## src/rtl/signed_product_accumulator_pkg.sv

```systemverilog
// Shared definitions for the signed product accumulator: width helper,
// default geometry and the output-buffer state encoding.
package signed_product_accumulator_pkg;

    // Ceiling log2 as a constant function; clog2(1) = 0, clog2(8) = 3.
    function automatic int clog2(input int value);
        int r;
        r = 0;
        for (int i = 0; i < 31; i++) begin
            if ((1 << i) < value) begin
                r = i + 1;
            end
        end
        return r;
    endfunction

    localparam int WIDTH_DEF = 12;
    localparam int LEN_DEF   = 8;
    localparam int ACC_W_DEF = 2 * WIDTH_DEF + clog2(LEN_DEF);

    typedef enum logic {
        BUF_EMPTY = 1'b0,
        BUF_FULL  = 1'b1
    } buf_state_t;

endpackage

```

## src/rtl/signed_product_accumulator.sv

```systemverilog
// Sums LEN consecutive signed products into a full-precision result held in a
// one-deep valid/ready output buffer; only the final term of a vector can stall.
module signed_product_accumulator
    import signed_product_accumulator_pkg::*;
#(
    parameter int WIDTH = WIDTH_DEF,
    parameter int LEN   = LEN_DEF,
    parameter int ACC_W = 2 * WIDTH + clog2(LEN)
) (
    input  logic                 clk,
    input  logic                 rst,
    input  logic                 clr,
    input  logic                 in_valid,
    output logic                 in_ready,
    input  logic [2*WIDTH-1:0]   in_prod,
    output logic                 out_valid,
    input  logic                 out_ready,
    output logic [ACC_W-1:0]     out_sum
);

    localparam int PROD_W = 2 * WIDTH;
    localparam int EXT_W  = ACC_W - PROD_W;
    localparam int CNT_W  = (clog2(LEN) < 1) ? 1 : clog2(LEN);
    localparam logic [CNT_W-1:0] LAST_CNT = CNT_W'(LEN - 1);

    logic [ACC_W-1:0] acc_q, acc_d;
    logic [CNT_W-1:0] cnt_q, cnt_d;
    logic [ACC_W-1:0] sum_q, sum_d;
    buf_state_t       state_q, state_d;

    logic             last_term;
    logic             accept;
    logic             final_accept;
    logic             release_evt;
    logic [ACC_W-1:0] prod_ext;

    assign last_term   = (cnt_q == LAST_CNT);
    assign out_valid   = (state_q == BUF_FULL);
    assign out_sum     = sum_q;
    assign release_evt = out_valid && out_ready;
    // Stall only a final term that has nowhere to go; out_ready frees it this cycle.
    assign in_ready    = !(last_term && out_valid && !out_ready);
    // clr wins over a simultaneous product: the product is dropped.
    assign accept      = in_valid && in_ready && !clr;
    assign final_accept = accept && last_term;
    assign prod_ext    = {{EXT_W{in_prod[PROD_W-1]}}, in_prod};

    always_comb begin
        acc_d = acc_q;
        cnt_d = cnt_q;
        sum_d = sum_q;
        if (clr) begin
            acc_d = '0;
            cnt_d = '0;
        end else if (accept) begin
            if (last_term) begin
                sum_d = acc_q + prod_ext;
                acc_d = '0;
                cnt_d = '0;
            end else begin
                acc_d = acc_q + prod_ext;
                cnt_d = cnt_q + CNT_W'(1);
            end
        end
    end

    always_comb begin
        state_d = state_q;
        case (state_q)
            BUF_EMPTY: if (final_accept) state_d = BUF_FULL;
            BUF_FULL:  if (release_evt && !final_accept) state_d = BUF_EMPTY;
            default:   state_d = BUF_EMPTY;
        endcase
    end

    always_ff @(posedge clk or posedge rst) begin
        if (rst) begin
            acc_q   <= '0;
            cnt_q   <= '0;
            sum_q   <= '0;
            state_q <= BUF_EMPTY;
        end else begin
            acc_q   <= acc_d;
            cnt_q   <= cnt_d;
            sum_q   <= sum_d;
            state_q <= state_d;
        end
    end

endmodule

```

## config.mk

```make
export PLATFORM = sky130hd
export DESIGN_NAME = signed_product_accumulator
export DESIGN_NICKNAME = d
export VERILOG_FILES = /design/src/rtl/signed_product_accumulator_pkg.sv /design/src/rtl/signed_product_accumulator.sv
export SDC_FILE = /design/constraint.sdc
export NUM_CORES = 1
export LEC_CHECK = 0
export ABC_AREA = 1
export BUFFER_PORTS_ARGS = -buffer_cell sky130_fd_sc_hd__buf_2
export CAP_MARGIN = 10
export CORE_MARGIN = 5
export CORE_UTILIZATION = 43
export CTS_CLUSTER_DIAMETER = 150
export DETAILED_ROUTE_END_ITERATION = 12
export GPL_TIMING_DRIVEN = 1
export SLEW_MARGIN = 20
export SYNTH_ARGS = -nofsm -noshare
export SYNTH_HDL_FRONTEND = slang
export SYNTH_SLANG_ARGS = --single-unit
```

## constraint.sdc

```tcl
create_clock -name clk -period 1.85 [get_ports clk]
set_input_delay 0.4625 -clock clk [delete_from_list [all_inputs] [get_ports clk]]
set_output_delay 0.4625 -clock clk [all_outputs]
set_load 0.02 [all_outputs]
```

* Word-level counts from Yosys, hierarchy flattened
Cells that the tools add are included.
Widths: inputs -> output; s select.
** Operators by class
- Add/subtract/negate cells :: 2
- Multiply operators :: 0
- Divide/modulo/power cells :: 0
- Magnitude comparators :: 0
- Equal/unequal tests :: 1
- Shifts and indexed selects :: 0
- Muxes and demuxes :: 9
- Bitwise gates (word level) :: 2
- Reduce and logical (&&, ||, !) cells :: 13
** Operators by type and width (number)
- $mux 27 :: 3
- $add 27x27->27 :: 1
- $mux 3 :: 3
- $logic_and 1x1->1 :: 7
- $logic_not 1->1 :: 4
- $add 3x1->3 const B :: 1
- $eq 3x3->1 const B :: 1
- $reduce_and 3->1 :: 1
- $mux 1 :: 2
- $not 1->1 :: 2
- $pmux 1 s2 :: 1
- $reduce_bool 2->1 :: 1
** Storage, ports and cells
- Flip-flop bits (word level) :: 58
- Bits in latches :: 0
- Memory bits (writable) :: 0
- ROM bits :: 0
- Input port bits :: 29
- Output and inout port bits :: 29
- Logic and storage cells :: 31
- Memories :: 0

* Longest topological paths before layout
- Word-level depth :: 11
- Mapped depth :: 13
- Depth with buffers taken out :: 13

* Least setup slack after synthesis
Ideal clock, no wire load.
- Path kind :: input-to-reg
- Start point :: in in_prod[0]
- End point :: reg sum_q[16] (netlist: out_sum[16])
- Data arrival time :: 1763 ps
- Data required time :: 1724 ps
- Setup slack :: -39 ps
- Cell stages on the path :: 10
- Path buffers :: 0
- Cell sequence :: ha_1 fa_1 nand2_1 nand3_1 nand3_1 nand2_2 nand2_1 nand2_1 xor2_1 o21ai_0
** Between the ends
- Word-level cells in the longest chain between the ends :: 1
** Ends and longest elaborated chain
- start: declaration :: line signed_product_accumulator.sv:15 : input logic [2*WIDTH-1:0] in_prod,
- $add 27x27->27 :: line signed_product_accumulator.sv:57 : sum_d = acc_q + prod_ext;
- end signal: assignment :: line signed_product_accumulator.sv:85 : sum_q <= sum_d;
- end: declaration :: line signed_product_accumulator.sv:28 : logic [ACC_W-1:0] sum_q, sum_d;
Every way passes these cells.
A chain may end at the register's enable or synchronous reset.

* Final worst setup path
- Start point :: reg acc_q[0]
- End point :: reg acc_q[16]
** Between the ends
- Word-level cells in the longest chain between the ends :: 4
** Ends and longest elaborated chain
- start: declaration :: line signed_product_accumulator.sv:26 : logic [ACC_W-1:0] acc_q, acc_d;
- start signal: assignment :: line signed_product_accumulator.sv:78 : acc_q <= '0;
- start signal: assignment :: line signed_product_accumulator.sv:83 : acc_q <= acc_d;
- $add 27x27->27 :: line signed_product_accumulator.sv:61 : acc_d = acc_q + prod_ext;
- $mux 27 :: line signed_product_accumulator.sv:56 : if (last_term) begin
- $mux 27 :: line signed_product_accumulator.sv:55 : end else if (accept) begin
- $mux 27 :: line signed_product_accumulator.sv:52 : if (clr) begin
Every way passes these cells. The select of a mux whose other input is x is not followed.

==> results_dict.tcl <==
set metrics [dict create \
    drtAntennaViolNets 0 \
    core_area_sq_mm 0.00973 \
    p_per_area_mw_per_mm2 802 \
    grt_max_degree 59 \
    clk_pin_slew_ns 0.07 \
    instances_no_fill 886 \
    drt-initial-drc-count 219 \
    final_area_sq_mm 0.00566 \
    ys_async_sr_fraction_pct 100 \
    io_pins 58 \
    synth_edf_count 0 \
    leakage_uw 0.00321 \
    grt_use_total_pct 20.4 \
    crit_arrival_ns 2.01 \
    synthToLayoutAreaGrowth_pct 32.6 \
    dieWidth_microns 110 \
    rsz0062_at_grt "yes" \
    slowest_stage "dfrtp_1" \
    synth_seq_cells 58 \
    critical_path.cell_chain "ha_2 > fa_2 > nand2_2 > nand3_2 > nand3_2 > nand2_4 > nand2_2 > nand2_2 > xor2_2 > o21ai_1" \
    synth_flop_cell "dfrtp_1" \
    synth_nets 703 \
    synth_cell_types 29 \
    synth_seq_area_share_pct 34.0 \
    cts_root_buffer "clkbuf_8" \
    antenna_found_initial 0 \
    maxCapViolCount 0 \
    std_cell_rows 36 \
    via_count 4169 \
    setup_viol 0 \
    syn-cell-area_sq_mm 0.00427 \
    final_net_count 806 \
    wire_per_inst_microns 13.6 \
    worstPathRequired_ns 2.08 \
    grt_pass1_vias 4036 \
    port_buffers 57 \
    yosysMostFrequentCell "nand2_1" \
    crit_type "flip-flop to flip-flop" \
    grt_pass1_wl_microns 19000 \
    worst_pin_slew_ns 0.337 \
    drive_above_1_share_pct 27.4 \
    start_kind "flip-flop" \
    initial_core_util_pct 43.8 \
    post-synth-top-area-cell "dfrtp_1" \
    numCtsBuffers 9 \
    cts.sinks 58 \
    vias_per_cell 4.71 \
    synthCells 645 \
    period_share_pct 96.4 \
    die_h_microns 110 \
    netlist_top_cells_area "dfrtp_1 34%, nand2_1 25%, inv_1 8.9%" \
    period_needed_ns 1.78 \
    gp_congestion 0.901 \
    diodes 0 \
    max_slew_margin_pct 77.5 \
    slew_violations 0 \
    postPlaceCellArea_sq_mm 0.00498 \
    dp_hpwl_microns 9220 \
    synth_top_area_share_pct 34.0 \
    cpLargestDelayFamily "adder cells" \
    first_pass_iters 4 \
    path_buf_inv 0 \
    wl_microns 12000 \
    max-vdd-ir-drop_mv 0.388 \
    status "complete, no violations" \
    drcViolationCount 0 \
    overflow 0 \
    syn_area_per_cell_sq_um 6.61 \
    clkLatencyLatePin_ns 0.35 \
    dp_cells 865 \
    hold_viol 0 \
    path_common_cell "nand2_2" \
    yosys_warnings 0 \
    cpPeakStageDelay_ns 0.38 \
    skew_ns 0.0111 \
    crit_path_max_fanout 4 \
    clock_path_buffers 2 \
    endpoint_kind "flip-flop" \
    max_freq_mhz 561 \
    dieArea_sq_mm 0.0120 \
    cts_tree "built" \
    min_path_type "input port to async pin" \
    synth_commonest_cells "284 x nand2_1, 101 x inv_1, 58 x dfrtp_1" \
    htree_levels 3 \
]
[where the power goes]
part	switching, uW	total, uW	internal [uW]
logic	998	1750	753
registers	89.4	1450	1360
clock network	543	1330	791
total	1630	4530	2900
[registers in the layout, summed over array words and instances, names as in the netlist]
register / count
cnt_q: 3
out_valid: 1
acc_q: 27
out_sum: 27
[worst paths after layout]
path	start	to	slack, ns	cells past startpoint
min	rst	out_sum[8]	0.17	3
max reg2reg	acc_q[0]	acc_q[16]	0.07	10
min reg2reg	out_sum[7]	out_sum[7]	0.47	2
min in group clk	out_ready	out_valid	0.31	2
max	acc_q[0]	acc_q[16]	0.07	10
max in group asynchronous	rst	out_sum[13]	1.38	3
[what timing repair did]
action | CTS | global route
endpoints found under the setup margin | 13 | 48
pin swaps | 1 | 15
resized for setup | 11 | 67
buffers inserted | 1 | 4
hold buffers | 0 | 0
[metal layers]
| metal | GRT usage [%] | up-vias | wire, microns |
|---|---|---|---|
| met5 | 0 | - | 0 |
| met4 | 4.72 | 0 | 101 |
| met3 | 3.88 | 9 | 625 |
| met2 | 34.0 | 86 | 5800 |
| met1 | 27.4 | 1879 | 5510 |
| li1 | - | 2195 | - |
[tightest hold or removal path, delay by kind of cell]
| family | cells | cell delay (ns) |
|---|---|---|
| buffers and inverters | 3 | 0.44 |
[cell families after synthesis]
logic type	Yosys count	share of synthesized area, %
simple gates	387	37.5
buf+inv	114	11.1
flops	58	34.0
compound gates	43	5.84
fa+ha+maj	29	8.68
xor+xnor	14	2.87
[cell type report]
cell class                      count  area, sq um
Fill cell                         963         4070
Multi-Input combinational cell    473         2760
Sequential cell                    58         1450
Timing Repair Buffer              101          663
Inverter                          105          398
Tap cell                          133          166
Clock buffer                       11          141
Clock inverter                      5         77.6
[metrics by stage]
stage          setup slack (ns)  util [%]  hold WS, ns  total power, uW  TNS [ns]
3_3_place_gp             -0.268      51.2        0.458             2900     -5.98
5_1_grt                 -0.0372      58.1        0.224             4830    -0.430
4_1_cts                 0.00568      54.2        0.199             4310         0
3_5_place_dp             -0.258      51.2        0.460             2920     -6.52
6_report                 0.0667      58.1        0.171             4530         0
2_1_floorplan            0.0281         -        0.453             2420         0
[layout by cell type (no fill, tap or decap), types with 2 or more instances in the layout]
| master | instances |
|---|---|
| clkbuf_8 | 10 |
| nand3b_1 | 3 |
| a22o_1 | 5 |
| nor2_1 | 16 |
| ha_4 | 20 |
| inv_1 | 97 |
| nand3_2 | 7 |
| o21ai_1 | 14 |
| a21oi_2 | 3 |
| buf_4 | 40 |
| buf_12 | 3 |
| and2_1 | 2 |
| buf_2 | 56 |
| buf_6 | 2 |
| nand2_1 | 265 |
| ha_1 | 5 |
| dfrtp_1 | 57 |
| nor2_4 | 5 |
| ha_2 | 3 |
| o21ai_0 | 4 |
| inv_2 | 7 |
| xor2_2 | 2 |
| nor2_2 | 17 |
| a21o_1 | 2 |
| clkinvlp_4 | 2 |
| bufinv_16 | 2 |
| nand2_2 | 20 |
| nand4_1 | 10 |
| xor2_1 | 7 |
| xnor2_1 | 5 |
| o21ai_2 | 2 |
| nand3_1 | 39 |
| clkinv_2 | 2 |
| a21oi_1 | 12 |
No activity file was read; power rests on OpenSTA's default activity.
